## src/rtl/serial_cmp_pkg.sv

```systemverilog
// Shared types for the bit-serial magnitude comparator: FSM states, word
// relation encoding and the relation-to-flag mapping.
package serial_cmp_pkg;

  typedef enum logic {
    COLLECT = 1'b0,
    HOLD    = 1'b1
  } state_t;

  typedef enum logic [1:0] {
    REL_EQ = 2'b00,
    REL_GT = 2'b01,
    REL_LT = 2'b10
  } rel_t;

  // Returns {gt, eq, lt}; always one-hot for a legal relation.
  function automatic logic [2:0] rel_to_flags(input rel_t rel);
    logic [2:0] flags;
    case (rel)
      REL_GT:  flags = 3'b100;
      REL_EQ:  flags = 3'b010;
      REL_LT:  flags = 3'b001;
      default: flags = '0;
    endcase
    return flags;
  endfunction

endpackage

```

## src/rtl/serial_magnitude_comparator_if.sv

```systemverilog
// Bit-pair input stream, result handshake and flush for the serial comparator.
interface serial_magnitude_comparator_if;

  logic flush;
  logic in_valid;
  logic in_ready;
  logic a_bit;
  logic b_bit;
  logic res_valid;
  logic res_ready;
  logic gt;
  logic eq;
  logic lt;

  modport master (
    output flush, in_valid, a_bit, b_bit, res_ready,
    input  in_ready, res_valid, gt, eq, lt
  );

  modport slave (
    input  flush, in_valid, a_bit, b_bit, res_ready,
    output in_ready, res_valid, gt, eq, lt
  );

endinterface

```

## src/rtl/serial_magnitude_comparator_bit_relation_cell.sv

```systemverilog
// Single-bit comparator: exactly one of gt/eq/lt is high for a_bit vs b_bit.
module bit_relation_cell (
  input  logic a_bit,
  input  logic b_bit,
  output logic gt,
  output logic eq,
  output logic lt
);

  assign gt = a_bit & ~b_bit;
  assign lt = ~a_bit & b_bit;
  assign eq = ~(a_bit ^ b_bit);

endmodule

```

## src/rtl/serial_magnitude_comparator.sv

```systemverilog
// Accumulates WIDTH per-bit relations into one word verdict and holds it
// until the consumer takes it.
module serial_magnitude_comparator
  import serial_cmp_pkg::*;
#(
  parameter int unsigned WIDTH     = 8,
  parameter bit          MSB_FIRST = 1'b1
) (
  input logic                           clk,
  input logic                           rst,
  serial_magnitude_comparator_if.slave  bus
);

  localparam int unsigned CW = (WIDTH > 1) ? $clog2(WIDTH) : 1;
  localparam logic [CW-1:0] LAST = CW'(WIDTH - 1);

  state_t        state_q, state_d;
  rel_t          acc_q, acc_d;
  rel_t          bit_rel, rel_upd;
  logic [CW-1:0] cnt_q, cnt_d;
  logic [2:0]    flags_q, flags_d;
  logic          bit_gt, bit_eq, bit_lt;
  logic          ready;
  logic          beat;

  bit_relation_cell u_cell (
    .a_bit (bus.a_bit),
    .b_bit (bus.b_bit),
    .gt    (bit_gt),
    .eq    (bit_eq),
    .lt    (bit_lt)
  );

  // Gated by rst so the input side looks closed for the whole reset pulse.
  assign ready = (state_q == COLLECT) && !rst;
  assign beat  = bus.in_valid && ready;

  assign bus.in_ready  = ready;
  assign bus.res_valid = (state_q == HOLD);
  assign bus.gt        = flags_q[2];
  assign bus.eq        = flags_q[1];
  assign bus.lt        = flags_q[0];

  always_comb begin
    bit_rel = bit_gt ? REL_GT : (bit_lt ? REL_LT : REL_EQ);
    rel_upd = acc_q;
    if (MSB_FIRST) begin
      if (acc_q == REL_EQ) rel_upd = bit_rel;
    end else begin
      if (!bit_eq) rel_upd = bit_rel;
    end
  end

  always_comb begin
    state_d = state_q;
    cnt_d   = cnt_q;
    acc_d   = acc_q;
    flags_d = flags_q;
    if (bus.flush) begin
      state_d = COLLECT;
      cnt_d   = '0;
      acc_d   = REL_EQ;
      flags_d = '0;
    end else begin
      case (state_q)
        COLLECT: begin
          if (beat) begin
            if (cnt_q == LAST) begin
              state_d = HOLD;
              cnt_d   = '0;
              acc_d   = REL_EQ;
              flags_d = rel_to_flags(rel_upd);
            end else begin
              cnt_d = cnt_q + 1'b1;
              acc_d = rel_upd;
            end
          end
        end
        HOLD: begin
          if (bus.res_ready) begin
            state_d = COLLECT;
            flags_d = '0;
          end
        end
        default: begin
          state_d = COLLECT;
          cnt_d   = '0;
          acc_d   = REL_EQ;
          flags_d = '0;
        end
      endcase
    end
  end

  always_ff @(posedge clk or posedge rst) begin
    if (rst) begin
      state_q <= COLLECT;
      cnt_q   <= '0;
      acc_q   <= REL_EQ;
      flags_q <= '0;
    end else begin
      state_q <= state_d;
      cnt_q   <= cnt_d;
      acc_q   <= acc_d;
      flags_q <= flags_d;
    end
  end

endmodule

```

## src/flat_wrapper.sv

```systemverilog
// flat-port wrapper written by rule: the top's interface ports become plain ports
module serial_magnitude_comparator_flat import serial_cmp_pkg::*;
#(
  parameter int unsigned WIDTH     = 8,
  parameter bit          MSB_FIRST = 1'b1
)
  (clk, rst, bus_flush, bus_in_valid, bus_a_bit, bus_b_bit, bus_res_ready, bus_in_ready, bus_res_valid, bus_gt, bus_eq, bus_lt);
  serial_magnitude_comparator_if bus_i ();
  input logic clk;
  input logic rst;
  input wire logic [$bits(bus_i.flush)-1:0] bus_flush;
  input wire logic [$bits(bus_i.in_valid)-1:0] bus_in_valid;
  input wire logic [$bits(bus_i.a_bit)-1:0] bus_a_bit;
  input wire logic [$bits(bus_i.b_bit)-1:0] bus_b_bit;
  input wire logic [$bits(bus_i.res_ready)-1:0] bus_res_ready;
  output wire logic [$bits(bus_i.in_ready)-1:0] bus_in_ready;
  output wire logic [$bits(bus_i.res_valid)-1:0] bus_res_valid;
  output wire logic [$bits(bus_i.gt)-1:0] bus_gt;
  output wire logic [$bits(bus_i.eq)-1:0] bus_eq;
  output wire logic [$bits(bus_i.lt)-1:0] bus_lt;
  assign bus_i.flush = bus_flush;
  assign bus_i.in_valid = bus_in_valid;
  assign bus_i.a_bit = bus_a_bit;
  assign bus_i.b_bit = bus_b_bit;
  assign bus_i.res_ready = bus_res_ready;
  assign bus_in_ready = bus_i.in_ready;
  assign bus_res_valid = bus_i.res_valid;
  assign bus_gt = bus_i.gt;
  assign bus_eq = bus_i.eq;
  assign bus_lt = bus_i.lt;
  serial_magnitude_comparator #(.WIDTH(WIDTH), .MSB_FIRST(MSB_FIRST)) u_core (.clk(clk), .rst(rst), .bus(bus_i));
endmodule
```

## config.mk

```make
export PLATFORM = sky130hd
export DESIGN_NAME = serial_magnitude_comparator_flat
export DESIGN_NICKNAME = d
export VERILOG_FILES = /design/src/rtl/serial_cmp_pkg.sv /design/src/rtl/serial_magnitude_comparator_if.sv /design/src/rtl/serial_magnitude_comparator_bit_relation_cell.sv /design/src/rtl/serial_magnitude_comparator.sv /design/src/flat_wrapper.sv
export SDC_FILE = /design/constraint.sdc
export NUM_CORES = 1
export LEC_CHECK = 0
export ABC_AREA = 1
export CORE_AREA = 2 2 39 41
export CTS_BUF_LIST = sky130_fd_sc_hd__clkbuf_2
export DETAILED_ROUTE_END_ITERATION = 7
export DIE_AREA = 0 0 41 43
export RECOVER_POWER = 25
export SYNTH_ARGS = -nofsm -noshare
export SYNTH_HDL_FRONTEND = slang
export SYNTH_SLANG_ARGS = --single-unit
```

## constraint.sdc

```tcl
create_clock -name clk -period 2.29 [get_ports clk]
set_clock_uncertainty 0.2 [all_clocks]
set_input_delay 0.458 -clock clk [delete_from_list [all_inputs] [get_ports clk]]
set_output_delay 0.458 -clock clk [all_outputs]
set_load 0.01 [all_outputs]
```

; Word-level counts from Yosys, hierarchy flattened
; Cells that the tools add are included.
[word_totals]
word_cells = 47
ff_bits = 9
inputBits = 7
[classes]
n_bitwise = 5
addsub = 1
muxes = 22
reduce_logical = 8
n_eq_ne = 7
[op_table]
columns = operator, count
row1 = $mux 3, 8
row2 = $mux 2, 7
row3 = $pmux 3 s3, 1
row4 = $ne 3x3->1 const B, 2
row5 = $pmux 3 s2, 1
row6 = $logic_not 2->1, 2
row7 = $mux 1, 4
row8 = $add 3x1->3 const B, 1
row9 = $eq 3x3->1 const B, 1
row10 = $ne 3x2->1 const B, 1
row11 = $not 1->1, 3
row12 = $reduce_and 3->1, 1
row13 = $and 1x1->1, 2
row14 = $eq 2x1->1 const B, 1
row15 = $eq 2x2->1 const B, 1
row16 = $logic_and 1x1->1, 2
row17 = $ne 2x2->1 const B, 1
row18 = $pmux 1 s2, 1
row19 = $reduce_and 2->1, 1
row20 = $reduce_bool 2->1, 1
row21 = $logic_not 1->1, 1

; Logic depth before layout (Yosys ltp)
; Gate-level depths: netlist of the first run.
[depth]
word_depth = 11
mapped_depth = 7
mapped_depth_nobuf = 7

; Hierarchy
; A second synthesis of the first run with hierarchy kept.
[unflattened]
hier_cells = 61
area_unflattened_um2 = 514.2
[by_module_without_submodules]
columns = module, cells_each, seq_area_each_um2, n_inst, area_per_inst_um2
row1 = serial_magnitude_comparator, 57, 225.2, 1, 481.7
row2 = bit_relation_cell, 4, 0.0, 1, 32.5

; Worst setup path after synthesis of the first run
; Ideal clock, no wire load.
[synth_path]
kind = reg-to-reg
startpoint = register u_core.cnt_q[0]
endpoint = register u_core.flags_q[1]
n_path_buf = 0
setup_slack_ns = 0.949
required_ns = 1.973
setup_ns = 0.117
t_arrival_ns = 1.024
synth_period_minus_slack_ns = 1.341
stages_incl_launch_ff = 7
cell_sequence = dfrtp_1 ha_1 ha_1 nand3_2 nand2_2 nand3_1 nand2_1
[synth_between]
elab_chain_len = 3
[synth_rtl]
columns = item, line_no
row1 = "start, declared", serial_magnitude_comparator.sv:20  ; logic [CW-1:0] cnt_q, cnt_d;
row2 = "start signal, assigned", serial_magnitude_comparator.sv:103  ; cnt_q <= cnt_d;
row3 = $eq 3x3->1, serial_magnitude_comparator.sv:68  ; if (cnt_q == LAST) begin
row4 = $ne 3x3->1 (no line), --
row5 = $reduce_and 3->1 (no line), --
row6 = "end signal, assigned", serial_magnitude_comparator.sv:105  ; flags_q <= flags_d;
row7 = "end, declared", serial_magnitude_comparator.sv:21  ; logic [2:0] flags_q, flags_d;
; No other way between the ends.
; A chain may end at the register's enable or synchronous reset.

; Worst setup path in the final report of the first run
[layout_path]
startpoint = input rst
endpoint = output bus_in_ready
[layout_between]
elab_chain_len = 2
[layout_rtl]
columns = item, line_no
row1 = "start, declared", flat_wrapper.sv:10  ; input logic rst;
row2 = $logic_not 1->1, serial_magnitude_comparator.sv:35  ; assign ready = (state_q == COLLECT) && !rst;
row3 = $logic_and 1x1->1, serial_magnitude_comparator.sv:35
row4 = "end, declared", flat_wrapper.sv:16  ; output wire logic [$bits(bus_i.in_ready)-1:0] bus_in_ready;
; No other way between the ends.

==> impl_metrics.yaml, run 1 <==
status:
  status: "finished clean"
final_layout:
  fillers: 136
  fin_area_um2: 653
  multi_input_area_um2: 240
  final_common_cell: "nand2_1"
  drive_gt1_share_pct: 16.3
  register_area_um2: 225
  antenna_cells: 0
  layout.nets: 90
  area_growth_pct: 31.8
  final_cell_mix: "24 x nand2_1, 11 x clkdlybuf4s50_1, 9 x dfrtp_1"
  utilization_pct: 47.2
timing:
  hold_viol_final: 0
  final.min_clock_period_ns: 2.23
  setup_ws_ns: 0.0614
  relSlewSlack_pct: 76.1
  clock.fmax_mhz: 449
  setup_viol: 0
  rsz0062_at_grt: "no"
  finalCritPeriodShare_pct: 97.3
  tightest_slew_ns: 0.359
  setup-tns-final_ns: 0
  slew_violations: 0
pwr:
  p_leak_nw: 0.344
  p_per_area_nw_per_um2: 516
  p_sw_share_pct: 27.5
  p_comb_share_pct: 19.3
  clkPwrFrac_pct: 29.9
  pwr-share-seq_pct: 50.9
  internal-power_uw: 244
  p_switching_uw: 92.6
  peakVddDrop_mv: 0.261
detailed_routing:
  vias_per_cell: 4.26
  drt-total-wl_um: 901
  dr.pass1.iters: 4
  post_drt_wl_per_cell_um: 9.39
  ant_nets: 0
  dr_total_vias: 409
  drt-initial-drc-count: 3
  drcViolationCount: 0
critical_path:
  reg2reg_to: "u_core.cnt_q[0]"
  arrival_ns: 1.57
  worst-setup-path-type: "primary input to primary output"
  startpoint_type: "primary input"
  ff2ff_setup_slack_ns: 0.85
  r2r-start: "u_core.cnt_q[0]"
  end_kind: "primary output"
  rr_worst_depth: 5
  crit_fanout: 2
  required_ns: 1.63
global_routing:
  grt_overflow: 0
  grtUsageTotal_pct: 13.6
  grt_pass1_wl_um: 1560
  antenna_found_initial: 0
  grt_start_max_net_pins: 10
  grt_pass1_vias: 370
min_path:
  min_from: "u_core.flags_q[0]"
  hp-class: "flop to flop"
  holdPathStages: 2
  min_delay_worst_endpoint: "u_core.flags_q[0]"
synth:
  syn-num-nets: 73
  synthCells: 64
  ys_top_cells_by_area: "dfrtp_1 45%, nand2_1 18%, ha_1 5.1%"
  yosysUniqueCellTypes: 15
  synthesis.area_um2: 495
  ys_seq_area_share_pct: 45.5
  async_flop_share_pct: 100
  synth_edf_count: 0
  syn_area_per_cell_um2: 7.74
  synth-seq-cells: 9
  synth-main-ff-cell: "dfrtp_1"
  yosysWarnings: 0
  synth_top_cell_area_share_pct: 45.5
  yosysTopAreaCell: "dfrtp_1"
cts:
  clk_pin_slew_ns: 0.10
  root_buffer: "clkbuf_2"
  postCtsHoldBufs: 0
  cts_resized: 0
  numCtsBuffers: 3
  cts_tree: "yes"
  cts_sinks: 9
  htreeDepth: 1
  insertion_delay_ns: 0.24
  postCtsSetupRepairBufs: 0
  cts_buffer_depth: 2
floorplanning:
  die_x_um: 41
  dieHeight_um: 43
  core-area_um2: 1380
  die-area_um2: 1760
  ios: 12
  rows: 14
  start_util_pct: 35.8
placement:
  dpl.hpwl_um: 739
  gp_congestion: 0.686
  pre_cts_ws_ns: 0.0614
  dpl-instance-area_um2: 633
  port_buffers: 11
job:
  maxCapViolations: 0
worst max-delay path by stage:
stage / to / start / slack, ns / depth (start not counted)
2_1_floorplan: u_core.flags_q[1] / u_core.cnt_q[0] / 0.95 / 6
3_3_place_gp: bus_in_ready / rst / 0.08 / 3
3_5_place_dp: bus_in_ready / rst / 0.06 / 3
4_1_cts: bus_in_ready / rst / 0.05 / 3
5_1_grt: bus_in_ready / rst / 0.01 / 3
6_report: bus_in_ready / rst / 0.06 / 3
final cells by class:
cell class / instances / area share (%)
clock buffers: 4 / 3.07
well taps: 16 / 3.07
multi-input cells: 47 / 36.8
inverters: 8 / 4.60
repair buffers: 12 / 18.0
flip-flops and latches: 9 / 34.5
cells by family after synthesis:
kind of cell	count (synthesis)	synth area share (%)
and+or+nand+nor	38	35.1
AOI/OAI and AO/OA	7	8.33
adders and majority gates	2	5.05
DFF	9	45.5
buffers and inverters	8	6.06
flip-flops by register name (all words and copies together) (netlist names):
signal                flops
u_core.bus.res_valid      1
u_core.flags_q            3
u_core.acc_q              2
u_core.cnt_q              3
synthesized netlist by cell type, types with 2 or more instances:
cell and n:
a21oi_1 2, dfrtp_1 9, ha_1 2, inv_1 6, inv_2 2, nand2_1 24
nand2_2 2, nand3_1 4, nor2_1 5, nor2_4 2, o21ai_1 2
power groups by stage:
stage	registers, mW	logic [mW]	clock network (mW)
after floorplan	0.176	0.0318	0
after global placement	0.174	0.0654	0
after detailed placement	0.175	0.0657	0
after CTS	0.171	0.0661	0.105
after global routing	0.172	0.0728	0.113
final	0.171	0.0650	0.101
layer usage:
layer / global-route usage [%] / vias up / share of wire [%] / routed length [um]
met5: 0 / - / 0 / 0
met4: 8.00 / 0 / 0 / 0
met3: 3.14 / 0 / 2.0 / 18
met2: 18.4 / 3 / 50 / 453
met1: 19.0 / 175 / 48 / 428
li1: - / 231 / - / -
worst max-delay path, stage by stage:
cell,delay [ns]
clkdlybuf4s50_1,0.46
nor2_4,0.11
clkdlybuf4s50_1,0.55
per-stage QoR:
step / hold slack, ns / std cells / power (mW)
after CTS: 0.290 / 96 / 0.343
final: 0.290 / 96 / 0.337
after global routing: 0.308 / 96 / 0.358
after detailed placement: 0.270 / 92 / 0.240
after global placement: 0.258 / 92 / 0.240
after floorplan: 0.0859 / 64 / 0.208
Power figures use the tool's default switching activity.
==> run 2: changes to the inputs <==
--- a/config.mk
+++ b/config.mk
@@ -6,11 +6,12 @@
 export NUM_CORES = 1
 export LEC_CHECK = 0
 export ABC_AREA = 1
-export CORE_AREA = 2 2 39 41
+export CORE_AREA = 10 10 47 49
 export CTS_BUF_LIST = sky130_fd_sc_hd__clkbuf_2
 export DETAILED_ROUTE_END_ITERATION = 7
-export DIE_AREA = 0 0 41 43
+export DIE_AREA = 0 0 57 59
 export RECOVER_POWER = 25
+export SKIP_LAST_GASP = 1
 export SYNTH_ARGS = -nofsm -noshare
 export SYNTH_HDL_FRONTEND = slang
 export SYNTH_SLANG_ARGS = --single-unit
==> constraint.sdc (replaced) <==
create_clock -name clk -period 2.18 [get_ports clk]
set_clock_uncertainty 0.2 [all_clocks]
set_input_delay 0.436 -clock clk [delete_from_list [all_inputs] [get_ports clk]]
set_output_delay 0.436 -clock clk [all_outputs]
set_load 0.01 [all_outputs]
==> impl_metrics.yaml, run 2 (synthesis gave the netlist of run 1 again) <==
status:
  status: "finished clean"
global_routing:
  grt_overflow: 0
  grt_pass1_wl_um: 1680
  grtUsageTotal_pct: 6.27
  antenna_found_initial: 0
  grt_pass1_vias: 404
  grt_start_max_net_pins: 10
timing:
  relSlewSlack_pct: 76.3
  clock.fmax_mhz: 523
  finalCritPeriodShare_pct: 87.6
  tightest_slew_ns: 0.354
  setup-tns-final_ns: 0
  rsz0062_at_grt: "no"
  hold_viol_final: 0
  final.min_clock_period_ns: 1.91
  setup_ws_ns: 0.269
  hold_slack_ns: 0.284
  setup_viol: 0
  slew_violations: 0
detailed_routing:
  drt-initial-drc-count: 11
  post_drt_wl_per_cell_um: 10.4
  dr.pass1.iters: 4
  drt-total-wl_um: 994
  drcViolationCount: 0
  vias_per_cell: 4.52
  ant_nets: 0
  dr_total_vias: 434
min_path:
  min_delay_worst_endpoint: "u_core.flags_q[1]"
  holdPathStages: 2
  hp-class: "flop to flop"
  min_from: "u_core.flags_q[1]"
final_layout:
  area_growth_pct: 32.3
  top_regs: "u_core.cnt_q: 3 flops, u_core.flags_q: 3 flops, u_core.acc_q: 2 flops"
  drive_gt1_share_pct: 16.3
  final_cell_mix: "24 x nand2_1, 9 x clkdlybuf4s50_1, 9 x dfrtp_1"
  layout.nets: 90
  antenna_cells: 0
  final_common_cell: "nand2_1"
floorplanning:
  ios: 12
  rows: 14
  core-area_um2: 1400
  start_util_pct: 35.4
  dieHeight_um: 59
  die_x_um: 57
  die-area_um2: 3360
placement:
  port_buffers: 11
  pre_cts_ws_ns: 0.00483
  gp_congestion: 0.755
  dpl.hpwl_um: 817
job:
  maxCapViolations: 0
critical_path:
  arrival_ns: 1.27
  r2r-start: "u_core.cnt_q[0]"
  end_kind: "primary output"
  crit_fanout: 2
  rr_worst_depth: 5
  ff2ff_setup_slack_ns: 0.73
  slowest_delay_ns: 0.58
  crit_chain: "dlygate4sd3_1 -> nor2_4 -> dlymetal6s2s_1"
  reg2reg_to: "u_core.cnt_q[0]"
  required_ns: 1.54
  crit_family: "buffers and inverters"
  worst-setup-path-type: "primary input to primary output"
  crit_slowest_cell: "dlygate4sd3_1"
  startpoint_type: "primary input"
  path_buf_inv: 2
cts:
  root_buffer: "clkbuf_2"
  clk_pin_slew_ns: 0.08
  htreeDepth: 1
  cts_sinks: 9
  insertion_delay_ns: 0.24
  cts_tree: "yes"
  cts_buffer_depth: 2
  numCtsBuffers: 3
  postCtsSetupRepairBufs: 0
pwr:
  p_per_area_nw_per_um2: 537
  peakVddDrop_mv: 0.292
  p_leak_nw: 0.353
==> run 2: timing repair <==
action	in CTS	in global routing
hold buffers	0	0
endpoints found under the setup margin	0	1
gates resized for setup	0	1
==> run 2: report_power, final <==
group	total, mW	internal, mW	switching (mW)
sequential	0.180	0.175	0.00512
combinational	0.0676	0.0322	0.0354
clock	0.105	0.0488	0.0559
==> run 2: final cells by class <==
| class | instances | area (um^2) |
|---|---|---|
| Tap cell | 16 | 20.0 |
| Clock buffer | 4 | 20.0 |
| Sequential cell | 9 | 225 |
| Fill cell | 140 | 746 |
| Timing Repair Buffer | 12 | 120 |
| Inverter | 8 | 30.0 |
| Multi-Input combinational cell | 47 | 240 |
==> run 2: through the flow <==
stage               cell area (um^2)  total power, mW  util (%)  instances
finish                           656            0.352      46.8         96
global route                     656            0.378      46.8         96
CTS                              653            0.360      46.6         96
detailed placement               633            0.253      45.2         92
global placement                 633            0.252      45.2         92
floorplan                        495            0.219         -         64
==> run 2: worst min-delay path, delay by kind of cell, from the launching register on <==
kind | cells | cell delay (ns)
flops | 1 | 0.35
simple gates | 2 | 0.11
==> run 2: layer usage <==
metal	vias up	GRT usage [%]	part of all wire, %
li1	231	-	-
met5	-	0	0
met1	191	6.90	45
met2	8	9.77	46
met4	0	4.03	2.0
met3	4	2.58	6.0
==> run 2: how the worst max path moves through the flow <==
stage / start / endpoint / slack (ns) / depth (start not counted)
after detailed placement: rst / bus_in_ready / 0.005 / 3
after global routing: u_core.bus.res_valid / bus_res_valid / 0.21 / 1
final: rst / bus_in_ready / 0.27 / 3
after floorplan: u_core.cnt_q[0] / u_core.flags_q[1] / 0.84 / 6
after CTS: rst / bus_in_ready / 0.003 / 3
after global placement: rst / bus_in_ready / 0.006 / 3
